`src/rtl/ilog2_arb_pkg.sv`:
```
`default_nettype none
// ============================================================================
// Module   : ilog2_arb_pkg
// Brief    : Shared widths, latency and shadow-entry type for ilog2_arbiter.
// Revision : 1.0 - initial release
// ============================================================================
package ilog2_arb_pkg;

  localparam int LOG2_LAT = 3;
  localparam int OPND_W   = 32;
  localparam int RES_W    = 5;
  // Sized for the largest supported requester count (16).
  localparam int SHD_ID_W = 4;

  typedef struct packed {
    logic                valid;
    logic [SHD_ID_W-1:0] id;
    logic                zero;
  } shadow_t;

endpackage
`default_nettype wire

```
`src/rtl/rr_arbiter.sv`:
```
`default_nettype none
// ============================================================================
// Module   : rr_arbiter
// Brief    : Round-robin arbiter; search starts at ptr and wraps N-1 -> 0.
// Revision : 1.0 - initial release
// ============================================================================
module rr_arbiter #(
  parameter int N  = 4,
  parameter int IW = (N > 1) ? $clog2(N) : 1
) (
  input  logic          clk,
  input  logic          reset,
  input  logic [N-1:0]  req,
  input  logic          advance,
  output logic [N-1:0]  grant,
  output logic [IW-1:0] grant_idx,
  output logic [IW-1:0] ptr
);

  localparam int DW = IW + 1;

  logic [DW-1:0] w_dist;
  logic [DW-1:0] w_best;

  // The requester at the smallest forward distance from ptr wins.
  always_comb begin
    grant     = '0;
    grant_idx = '0;
    w_best    = DW'(N);
    w_dist    = '0;
    for (int j = 0; j < N; j++) begin
      w_dist = DW'(j) + DW'(N) - {1'b0, ptr};
      if (w_dist >= DW'(N)) begin
        w_dist = w_dist - DW'(N);
      end
      if (req[j] && (w_dist < w_best)) begin
        w_best    = w_dist;
        grant     = '0;
        grant[j]  = 1'b1;
        grant_idx = IW'(j);
      end
    end
  end

  always_ff @(posedge clk or posedge reset) begin
    if (reset) begin
      ptr <= '0;
    end else if (advance && (|grant)) begin
      ptr <= (grant_idx == IW'(N - 1)) ? '0 : grant_idx + 1'b1;
    end
  end

endmodule
`default_nettype wire

```
`src/rtl/ilog2_arbiter.sv`:
```
`default_nettype none
// ============================================================================
// Module   : ilog2_arbiter
// Brief    : Shares one pipelined ilog2 unit among N_REQ requesters and routes
//            each result back with a one-hot strobe. ILOG2_ARB_PERF_EN adds
//            saturating grant / conflict counters.
// Revision : 1.0 - initial release
// ============================================================================
module ilog2_arbiter #(
  parameter int N_REQ    = 4,
  parameter int ID_W     = $clog2(N_REQ),
  parameter int LOG2_LAT = ilog2_arb_pkg::LOG2_LAT
) (
  input  logic                                  clk,
  input  logic                                  reset,
  input  logic [N_REQ-1:0]                      req_valid,
  input  logic [ilog2_arb_pkg::OPND_W*N_REQ-1:0] req_value,
  output logic [N_REQ-1:0]                      req_ready,
  output logic [N_REQ-1:0]                      rsp_valid,
  output logic [ilog2_arb_pkg::RES_W-1:0]       rsp_log2,
  output logic                                  rsp_zero,
  output logic                                  busy,
  output logic [ilog2_arb_pkg::OPND_W-1:0]      lg_v,
  input  logic [ilog2_arb_pkg::RES_W-1:0]       lg_log2
`ifdef ILOG2_ARB_PERF_EN
  ,
  output logic [32*N_REQ-1:0]                   perf_grants,
  output logic [31:0]                           perf_conflict
`endif
);

  import ilog2_arb_pkg::*;

  logic [N_REQ-1:0] w_grant;
  logic [ID_W-1:0]  w_grant_idx;
  logic [ID_W-1:0]  w_ptr;
  logic             w_unused_ptr;
  logic             w_grant_any;
  logic             w_opnd_zero;
  shadow_t          r_shd [LOG2_LAT];
  shadow_t          w_tail;
  logic [N_REQ-1:0] w_rsp_hot;

  rr_arbiter #(
    .N  (N_REQ),
    .IW (ID_W)
  ) u_rr (
    .clk       (clk),
    .reset     (reset),
    .req       (req_valid),
    .advance   (w_grant_any),
    .grant     (w_grant),
    .grant_idx (w_grant_idx),
    .ptr       (w_ptr)
  );

  assign w_unused_ptr = ^w_ptr;
  assign req_ready    = w_grant;
  assign w_grant_any  = |w_grant;

  always_comb begin
    lg_v = '0;
    for (int i = 0; i < N_REQ; i++) begin
      if (w_grant[i]) begin
        lg_v = req_value[OPND_W*i +: OPND_W];
      end
    end
  end

  assign w_opnd_zero = (lg_v == '0);

  // Shadow pipeline tracks the ilog2 core stage-for-stage; it never stalls.
  always_ff @(posedge clk or posedge reset) begin
    if (reset) begin
      for (int s = 0; s < LOG2_LAT; s++) begin
        r_shd[s] <= '0;
      end
    end else begin
      r_shd[0] <= '{valid: w_grant_any,
                    id:    SHD_ID_W'(w_grant_idx),
                    zero:  w_opnd_zero};
      for (int s = 1; s < LOG2_LAT; s++) begin
        r_shd[s] <= r_shd[s-1];
      end
    end
  end

  assign w_tail = r_shd[LOG2_LAT-1];

  always_comb begin
    w_rsp_hot = '0;
    for (int i = 0; i < N_REQ; i++) begin
      if (w_tail.valid && (w_tail.id == SHD_ID_W'(i))) begin
        w_rsp_hot[i] = 1'b1;
      end
    end
  end

  always_ff @(posedge clk or posedge reset) begin
    if (reset) begin
      rsp_valid <= '0;
      rsp_log2  <= '0;
      rsp_zero  <= 1'b0;
    end else begin
      rsp_valid <= w_rsp_hot;
      if (w_tail.valid) begin
        rsp_log2 <= lg_log2;
        rsp_zero <= w_tail.zero;
      end
    end
  end

  always_comb begin
    busy = 1'b0;
    for (int s = 0; s < LOG2_LAT; s++) begin
      busy = busy | r_shd[s].valid;
    end
  end

`ifdef ILOG2_ARB_PERF_EN
  logic        w_conflict;
  logic [31:0] r_conflict;

  assign w_conflict = ($countones(req_valid) > 1);

  generate
    for (genvar i = 0; i < N_REQ; i++) begin : g_perf_grant
      logic [31:0] r_cnt;
      always_ff @(posedge clk or posedge reset) begin
        if (reset) begin
          r_cnt <= '0;
        end else if (w_grant[i] && (r_cnt != 32'hFFFF_FFFF)) begin
          r_cnt <= r_cnt + 32'd1;
        end
      end
      assign perf_grants[32*i +: 32] = r_cnt;
    end
  endgenerate

  always_ff @(posedge clk or posedge reset) begin
    if (reset) begin
      r_conflict <= '0;
    end else if (w_conflict && (r_conflict != 32'hFFFF_FFFF)) begin
      r_conflict <= r_conflict + 32'd1;
    end
  end

  assign perf_conflict = r_conflict;
`endif

endmodule
`default_nettype wire

```
`config.mk`:
```
export PLATFORM = sky130hd
export DESIGN_NAME = ilog2_arbiter
export DESIGN_NICKNAME = d
export VERILOG_FILES = /design/src/rtl/ilog2_arb_pkg.sv /design/src/rtl/rr_arbiter.sv /design/src/rtl/ilog2_arbiter.sv
export SDC_FILE = /design/constraint.sdc
export NUM_CORES = 1
export LEC_CHECK = 0
export CORE_MARGIN = 10
export CORE_UTILIZATION = 38
export CTS_CLUSTER_DIAMETER = 100
export DETAILED_ROUTE_END_ITERATION = 16
export GPL_TIMING_DRIVEN = 0
export PLACE_DENSITY = 0.88
export SETUP_SLACK_MARGIN = 0.4
export SYNTH_ARGS = -nofsm -noshare
export SYNTH_HDL_FRONTEND = slang
export SYNTH_SLANG_ARGS = --single-unit
```
`constraint.sdc`:
```
create_clock -name clk -period 17.45 [get_ports clk]
set_input_delay 3.49 -clock clk [delete_from_list [all_inputs] [get_ports clk]]
set_output_delay 3.49 -clock clk [all_outputs]
set_load 0.1 [all_outputs]
```
==> run metrics, run 1 <==
Critical Path Fanout Max 10; Antenna Cells 0; CTS H-Tree Depth 1; DR top layer met4; die height 101 um; Layout Nets 655; xor/xnor share of the synthesized area 0%; crit path launch type primary input; HPWL Detailed 11200 um; Setup crit end kind output port; post-synthesis sequential area ratio 23.9%; Setup CP Type in2out; CTS resizes 0; Hold Path Class reg2reg; f_max 68.8 MHz; final hold violations 0; WP data required 13.96 ns; DR WL met3 1640 um; max cap viols 0; fin. max-slew vios 0; WHS Path Cells 0; DR vias 3432; first-pass GRT wire length 19900 um; synth warn 0; Port Buffers 185; post-synth top area cell dfrtp_1; sum of routed wire segments on met1 4650 um; die area 0.0103 mm2; Worst slew margin 31.0%; Initial Utilization 39.4%; Skew-Pair Late Insertion Delay 0.26 ns; post-synth top area share 23.9%; largest net degree at the start of global routing 25; drt initial violations 264; Least-Margin Pin Slew 1.03 ns; vias in the first global route 3684; Synth Instances 318; Syn Std Cell Area 0.00252 mm2; unrepaired setup endpoints after global routing no; Final min period 14.54 ns; share of flip-flops with an asynchronous set or reset 100%; Register-to-Register Path Depth 23; Area Overhead vs Synth 80.3%; layout cell share with drive strength beyond 1 9.07%; Tot GR Track Use 24.1%; Avg Cell Area, Syn 7.91 um2; final weighted congestion in routability-driven placement 0.954; wire length per cell 22.5 um; DR DRC count 0; CTS tree done; clock-pin slew on the worst setup and hold paths 0.08 ns; FP Rows 29; Final TNS setup 0 ns; Root Driver clkbuf_8; ANT nets after route 0; number of synthesized flops with an enable pin 0; Via density 5.88; DRT Pass-1 Iters 5; Compound-Gate Fraction of Synth Area 33.9%; status completed; Setup Fix Bufs, Post-CTS 0; Critical Path AT 11.05 ns; initial antenna violation count 0; clock buffer depth 2; grt ovf 0; adder-cell share of the synthesized area 3.98%; ys flop type dfrtp_1; length of routed met2 wiring 6630 um; multiplexer share of the synthesized area 5.37%; final setup fails 0; core area 0.00639 mm2; hold_buf cts 0; simple-gate share of the synthesized area 25.3%; Netlist cell types 67; Num Clock Sinks 24; Die X-Extent 101 um; flop and latch count out of synthesis 24; main combinational cell family by area after synthesis compound AO/OA/AOI/OAI gates; Inserted Clock Buffers 3; part of the cycle the worst path needs 83.3%; num ports 186; Mapped Nets 465; clk_skew 0.00430 ns; dominant cells by area after synthesis dfrtp_1 24%, nand2_1 6.3%, mux2_2 5.4%, ha_1 4.0%, nor2_1 3.7%; routed wire length 13200 um
[Yosys cell counts, drive strengths merged, types with 2 or more instances]
cell type  count
nand2         42
nor2          26
dfrtp         24
inv           23
nand3         19
a21oi         17
o21ai         16
clkbuf        13
mux2          12
a31oi         10
a222oi         9
o211ai         9
buf            8
ha             8
nor4           6
o31ai          6
nand4          5
a221oi         4
and3           4
nand2b         4
nor3           4
a2111o         3
a211o          3
a211oi         3
a22o           3
and2           3
o311ai         3
a21o           2
a221o          2
a22oi          2
nor2b          2
o211a          2
o31a           2
or3            2
or4            2
[placed cells by master, fill, tap and decap left out, types with 4 or more instances in the layout]
cell type	count
ha_1	8
and3_1	4
a21oi_1	14
o21ai_0	16
nand4_1	5
a31oi_1	9
nor4_1	5
clkbuf_1	13
nand3_1	18
a221oi_1	4
a222oi_1	9
o211ai_1	7
nor3_1	4
buf_2	4
clkdlybuf4s50_1	185
nand2_1	42
o31ai_1	5
dfrtp_1	24
nor2_1	25
inv_1	22
mux2_2	12
[through the flow]
stage	setup slack [ns]	cell area, um2	utilization, %	std cells	hold WS (ns)
after global placement	3.21	4460	69.9	580	0.334
after detailed placement	3.00	4460	69.9	580	0.337
after global routing	2.38	4540	71.0	584	0.366
final	2.91	4540	71.0	584	0.358
after CTS	3.00	4540	71.0	584	0.356
after floorplan	3.71	2520	-	318	0.331
[path summary, 6_finish.rpt]
| path | from | end | slack [ns] |
|---|---|---|---|
| max in group asynchronous | reset | rsp_log2[3] | 13.23 |
| max reg2reg | u_rr.ptr[1] | r_shd[12] | 10.53 |
| min in group asynchronous | reset | rsp_log2[2] | 3.69 |
| min | r_shd[14] | r_shd[8] | 0.36 |
| max | req_valid[0] | lg_v[5] | 2.91 |
| min reg2reg | r_shd[14] | r_shd[8] | 0.36 |
[layout make-up]
type	instances	area, um2
Sequential cell	24	601
Inverter	23	86.3
Fill cell	523	1850
Timing Repair Buffer	185	1850
Buffer	21	106
Clock buffer	3	41.3
Multi-Input combinational cell	250	1720
Tap cell	77	96.3
Clock inverter	1	30.0
[layer usage]
metal  vias to the layer above  global-route usage, %
li1                       1585                      -
met1                      1617                   26.4
met2                       208                   42.7
met3                        22                   9.53
met4                         0                   5.57
met5                         -                      0
[flip-flops by register name (all words and copies together) (netlist names)]
register,count
r_shd,12
rsp_log2,5
rsp_valid,4
u_rr.ptr,2
rsp_zero,1
[kinds of logic (layout without fill, tap and decap cells)]
kind of cell | count (synthesis) | after routing
multiplexers | 12 | 12
buffers and inverters | 44 | 233
flip-flops | 24 | 24
adder cells (fa/ha/maj) | 8 | 8
AO/OA/AOI/OAI | 104 | 104
AND/OR/NAND/NOR | 126 | 126
[worst max-delay path, cell delays in order]
cell,delay (ns)
clkdlybuf4s50_1,0.49
buf_4,0.18
clkbuf_1,0.35
clkbuf_1,0.14
ha_1,0.29
inv_1,0.20
a21o_2,0.19
nand2_1,0.25
nor2_1,0.16
a31oi_1,0.07
ha_1,0.34
nand2_1,0.11
o211ai_2,0.50
clkbuf_1,0.53
o21ai_0,0.16
ha_1,0.32
inv_1,0.09
a21oi_1,0.08
a311o_1,0.42
a21oi_4,0.27
buf_2,0.29
buf_4,0.23
clkbuf_1,0.45
nand2_1,0.11
o21ai_0,0.12
clkdlybuf4s50_1,1.19
Power of run 1 is left out: the tool's default activity adds up to more than one toggle a clock period on the data nets, which glitch-free logic cannot reach.
==> run 2, diff against run 1 <==
--- a/config.mk
+++ b/config.mk
@@ -6,11 +6,11 @@
 export NUM_CORES = 1
 export LEC_CHECK = 0
 export CORE_MARGIN = 10
-export CORE_UTILIZATION = 38
+export CORE_UTILIZATION = 35
 export CTS_CLUSTER_DIAMETER = 100
 export DETAILED_ROUTE_END_ITERATION = 16
 export GPL_TIMING_DRIVEN = 0
-export PLACE_DENSITY = 0.88
+export PLACE_DENSITY = 0.82
 export SETUP_SLACK_MARGIN = 0.4
 export SYNTH_ARGS = -nofsm -noshare
 export SYNTH_HDL_FRONTEND = slang
==> constraint.sdc (replaced) <==
create_clock -name clk -period 15 [get_ports clk]
set_input_delay 3 -clock clk [delete_from_list [all_inputs] [get_ports clk]]
set_output_delay 3 -clock clk [all_outputs]
set_load 0.1 [all_outputs]
==> run 2 against run 1 <==
Net effect:
- setup slack got worse by 1.5 ns
- die area increased by 6.9%
- register-to-register slack got worse by 2.4 ns
- utilization decreased by 5.0 points
- via count decreased by 2.1%
- cell count increased by 3.3%
- non-clock buffer count unchanged
- first-iteration DRC count decreased by 18%
- count of clock-buffer cells in the layout unchanged
- flip-flop and latch count unchanged
- final area increased by 0.52%
- critical path type unchanged
- clock skew decreased by 0.0036 ns
==> run metrics, run 2 (synthesized netlist as in run 1, its figures left out) <==
status completed (unchanged); layout cell share with drive strength beyond 1 9.07% (unchanged); Crit path top cell by count clkbuf_1 (unchanged); CTS H-Tree Depth 1 (unchanged); Skew-Pair Late Insertion Delay 0.26 ns (about the same); endpoint of the worst hold path r_shd[1] (was r_shd[8]); FF-to-FF End r_shd[12] (unchanged); die height 105 um (was 101 um); Reg with most FFs r_shd (unchanged); Inserted Clock Buffers 3 (unchanged); final setup fails 0 (unchanged); WHS Path Cells 0 (unchanged); Die X-Extent 105 um (was 101 um); final core utilization 66.0% (was 71.0%); reg2reg start u_rr.ptr[1] (unchanged); Layout Nets 655 (unchanged); Setup CP Type in2out (unchanged); Largest regs r_shd x12, rsp_log2 x5, rsp_valid x4 (unchanged); Initial Utilization 36.4% (was 39.4%); CP peak stage delay 1.19 ns (about the same); Final Worst Setup Slack 1.42 ns (was 2.91 ns); critical-path cell with the highest stage delay clkdlybuf4s50_1 (unchanged); Port Buffers 185 (unchanged); DRT Pass-1 Iters 5 (unchanged); Final min period 13.58 ns; Via density 5.57 (was 5.88); die area 0.0110 mm2 (was 0.0103 mm2); most common cell after layout, fill and taps aside clkdlybuf4s50_1 (unchanged); crit path launch type primary input (unchanged); HPWL Detailed 11000 um (was 11200 um); Critical Path AT 10.58 ns (was 11.05 ns); WP data required 12.00 ns (was 13.96 ns); CP bufs+invs 11 (unchanged); DR vias 3359 (was 3432); Antenna Cells 0 (unchanged); DR DRC count 0 (unchanged); Final TNS setup 0 ns (unchanged); Tot GR Track Use 22.4% (was 24.1%); fin. max-slew vios 0 (unchanged); initial antenna violation count 0 (unchanged); largest net degree at the start of global routing 25 (unchanged); f_max 73.7 MHz; unrepaired setup endpoints after global routing no (unchanged); max reg flops 12 (unchanged); Least-Margin Pin Slew 1.03 ns (about the same); grt ovf 0 (unchanged); Area Overhead vs Synth 81.2% (was 80.3%); flop2flop setup slack 8.14 ns (was 10.53 ns); ANT nets after route 0 (unchanged); hold_buf cts 0 (unchanged); vias in the first global route 3631 (was 3684); wire length per cell 21.7 um (was 22.5 um); Root Driver clkbuf_8 (unchanged); routed wire length 13100 um (was 13200 um); CTS resizes 0 (unchanged); clk_skew 0.000706 ns (was 0.00430 ns); Setup crit end kind output port (unchanged); most frequent cells in the layout 185 x clkdlybuf4s50_1, 42 x nand2_1, 25 x nor2_1 (unchanged); drt initial violations 217 (was 264); final hold violations 0 (unchanged); Place WS 1.58 ns (was 3.00 ns); Num Clock Sinks 24 (unchanged); filler instances 597 (was 523); clock-pin slew on the worst setup and hold paths 0.08 ns (about the same); Worst slew margin 31.0% (about the same); max cap viols 0 (unchanged); clock buffer depth 2 (unchanged); Hold Startpoint r_shd[7] (was r_shd[14]); Critical Path Fanout Max 10 (unchanged); FP Rows 30 (was 29); num ports 186 (unchanged); Hold Path Class reg2reg (unchanged); Register-to-Register Path Depth 23 (unchanged); CTS tree done (unchanged); Top delay family on crit path buffers and inverters (unchanged); Setup Fix Bufs, Post-CTS 0 (unchanged); final weighted congestion in routability-driven placement 0.941 (was 0.954); part of the cycle the worst path needs 90.5%; first-pass GRT wire length 20000 um (was 19900 um); core area 0.00691 mm2 (was 0.00639 mm2)
## run 2: cell counts in the layout (fill, tap and decap cells not counted)
Identical to the previous run, type by type.
## run 2: routing by layer
layer / part of all wire, % / GRT usage (%)
met5: 0 / 0
met2: 51 / 41.3
met3: 11 / 9.15
met4: 1.1 / 3.63
met1: 37 / 23.6
## run 2: metrics by stage
stage	hold WS, ns	cell area [um2]	std cells
global placement	0.334	4490	599
detailed placement	0.335	4490	599
floorplan	0.331	2520	318
finish	0.352	4560	603
CTS	0.352	4560	603
global route	0.357	4560	603
## run 2: worst max-delay path by stage
stage | end | startpoint | cells after the start | slack (ns)
detailed placement | lg_v[3] | req_valid[0] | 26 | 1.58
floorplan | lg_v[29] | req_valid[0] | 22 | 2.24
CTS | lg_v[5] | req_valid[0] | 26 | 1.54
global placement | lg_v[3] | req_valid[0] | 26 | 1.64
finish | lg_v[29] | req_valid[0] | 26 | 1.42
global route | lg_v[5] | req_valid[0] | 26 | 1.04
## run 2: worst reg2reg max path, cell delays in order (launching register included)
cell and delay (ns):
dfrtp_1 0.50, inv_1 0.15, ha_1 0.20, nand2_1 0.07, inv_1 0.06, ha_1 0.39
inv_1 0.15, a21o_2 0.26, nand2_1 0.29, a31oi_1 0.17, ha_1 0.34, nand2_1 0.09
o211ai_2 0.50, clkbuf_1 0.49, o21ai_0 0.19, ha_1 0.32, nor2b_1 0.17, or3_1 0.38
a31oi_2 0.30, nor2_1 0.28, a222oi_1 0.46, nand3_1 0.14, or4_1 0.57, nor4_2 0.28
## run 2: area by class of cell
cell class                 count  area, um2  share of cell area, %
clock inverter                 1       30.0                  0.659
timing repair buffer         185       1850                   40.6
sequential                    24        601                   13.2
inverter                      23       86.3                   1.89
tap                           96        120                   2.63
multi-input combinational    250       1720                   37.8
clock buffer                   3       41.3                  0.906
buffer                        21        106                   2.33
Power of run 2 is left out for the same reason.
==> run 3, diff against run 2 <==
--- a/config.mk
+++ b/config.mk
@@ -10,7 +10,7 @@
 export CTS_CLUSTER_DIAMETER = 100
 export DETAILED_ROUTE_END_ITERATION = 16
 export GPL_TIMING_DRIVEN = 0
-export PLACE_DENSITY = 0.82
+export PLACE_DENSITY_LB_ADDON = 0.2
 export SETUP_SLACK_MARGIN = 0.4
 export SYNTH_ARGS = -nofsm -noshare
 export SYNTH_HDL_FRONTEND = slang
==> run 3 against run 2 <==
Net effect:
- final area is the same
- utilization is the same
- cell count stayed put
- flip-flop and latch count unchanged
==> run metrics, run 3 (synthesized netlist as in run 1, its figures left out) <==
Initial Utilization 36.4% (unchanged); Layout Nets 655 (unchanged); reg2reg start u_rr.ptr[1] (unchanged); Root Driver clkbuf_8 (unchanged); flop2flop setup slack 8.33 ns (was 8.14 ns); FP Rows 30 (unchanged); status completed (unchanged); DR DRC count 0 (unchanged); worst hold margin 0.355 ns (was 0.352 ns); DRT Pass-1 Iters 5 (unchanged); crit path launch type primary input (unchanged); vias in the first global route 3626 (was 3631); Largest regs r_shd x12, rsp_log2 x5, rsp_valid x4 (unchanged); most frequent cells in the layout 185 x clkdlybuf4s50_1, 42 x nand2_1, 25 x nor2_1 (unchanged); die area 0.0110 mm2 (unchanged); Critical Path AT 10.52 ns (was 10.58 ns); CTS tree done (unchanged); Die X-Extent 105 um (unchanged); max cap viols 0 (unchanged); Final TNS setup 0 ns (unchanged); grt ovf 0 (unchanged); DR vias 3347 (was 3359); first-pass GRT wire length 19300 um (was 20000 um); num ports 186 (unchanged); routed wire length 12700 um (was 13100 um); ANT nets after route 0 (unchanged); WP data required 12.00 ns (about the same); initial antenna violation count 0 (unchanged); Setup crit start req_valid[0] (unchanged); layout cell share with drive strength beyond 1 9.07% (unchanged); HPWL Detailed 10700 um (was 11000 um); f_max 74.0 MHz (was 73.7 MHz); Area Overhead vs Synth 81.2% (unchanged); fin. max-slew vios 0 (unchanged); Port Buffers 185 (unchanged); part of the cycle the worst path needs 90.1% (was 90.5%); final hold violations 0 (unchanged); core area 0.00691 mm2 (unchanged); Inserted Clock Buffers 3 (unchanged); final weighted congestion in routability-driven placement 0.907 (was 0.941); Skew-Pair Late Insertion Delay 0.27 ns (was 0.26 ns); Setup Fix Bufs, Post-CTS 0 (unchanged); CTS resizes 0 (unchanged); Least-Margin Pin Slew 1.02 ns (was 1.03 ns); Antenna Cells 0 (unchanged); FF-to-FF End r_shd[12] (unchanged); hold_buf cts 0 (unchanged); most common cell after layout, fill and taps aside clkdlybuf4s50_1 (unchanged); wire length per cell 21.0 um (was 21.7 um); unrepaired setup endpoints after global routing no (unchanged); max reg flops 12 (unchanged); clock buffer depth 2 (unchanged); die height 105 um (unchanged); Setup CP Type in2out (unchanged); drt initial violations 217 (unchanged); Final min period 13.52 ns (was 13.58 ns); CTS H-Tree Depth 1 (unchanged); Hold Path Class reg2reg (unchanged); crit path to lg_v[5] (was lg_v[29]); Tot GR Track Use 21.5% (was 22.4%); clock-pin slew on the worst setup and hold paths 0.09 ns (was 0.08 ns); Critical Path Fanout Max 10 (unchanged); Worst slew margin 31.9% (was 31.0%); clk_skew 0.00126 ns (was 0.000706 ns); Reg with most FFs r_shd (unchanged); Via density 5.55 (was 5.57); Register-to-Register Path Depth 24 (was 23); Setup crit end kind output port (unchanged); Num Clock Sinks 24 (unchanged); largest net degree at the start of global routing 25 (unchanged); final setup fails 0 (unchanged)
run 3: cell counts in the layout (fill, tap and decap cells not counted):
No cell type changed its count.
run 3: final cells by class:
class / instances / area (um2)
plain buffers: 21 / 106
clock buffers: 3 / 41.3
clock inverters: 1 / 30.0
fillers: 635 / 2350
inverters: 23 / 86.3
multi-input cells: 250 / 1720
flip-flops and latches: 24 / 601
well taps: 96 / 120
repair buffers: 185 / 1850
run 3: stage by stage:
step,utilization [%],instances,setup WS [ns],instance area (um2)
2_1_floorplan,-,318,2.24,2520
3_3_place_gp,65.0,599,1.68,4490
3_5_place_dp,65.0,599,1.54,4490
4_1_cts,66.0,603,1.51,4560
5_1_grt,66.0,603,0.893,4560
6_report,66.0,603,1.48,4560
run 3: critical path: stages:
cell,delay (ns)
clkdlybuf4s50_1,0.49
buf_4,0.19
clkbuf_1,0.35
clkbuf_1,0.13
ha_1,0.29
inv_1,0.21
a21o_2,0.20
nand2_1,0.23
nor2_1,0.16
a31oi_1,0.08
ha_1,0.33
nand2_1,0.09
o211ai_2,0.49
clkbuf_1,0.49
o21ai_0,0.17
ha_1,0.31
inv_1,0.08
a21oi_1,0.08
a311o_1,0.42
a21oi_4,0.31
buf_2,0.32
buf_4,0.22
clkbuf_1,0.43
nand2_1,0.10
o21ai_0,0.11
clkdlybuf4s50_1,1.19
run 3: worst min path at each step:
stage,startpoint,end,slack [ns],cells past startpoint
global placement,r_shd[6],r_shd[0],0.33,0
finish,r_shd[8],r_shd[2],0.36,0
global route,r_shd[13],r_shd[7],0.36,0
floorplan,r_shd[6],r_shd[0],0.33,0
CTS,r_shd[8],r_shd[2],0.36,0
detailed placement,r_shd[8],r_shd[2],0.33,0
run 3: routing by layer:
| metal | up-vias | part of all wire (%) | wire length (um) | track usage [%] |
|---|---|---|---|---|
| met5 | - | 0 | 0 | 0 |
| met4 | 0 | 2.2 | 280 | 5.39 |
| met3 | 23 | 8.0 | 1020 | 6.57 |
| met2 | 159 | 49 | 6250 | 38.7 |
| met1 | 1571 | 40 | 5130 | 24.0 |
| li1 | 1594 | - | - | - |
Power of run 3 is left out for the same reason.
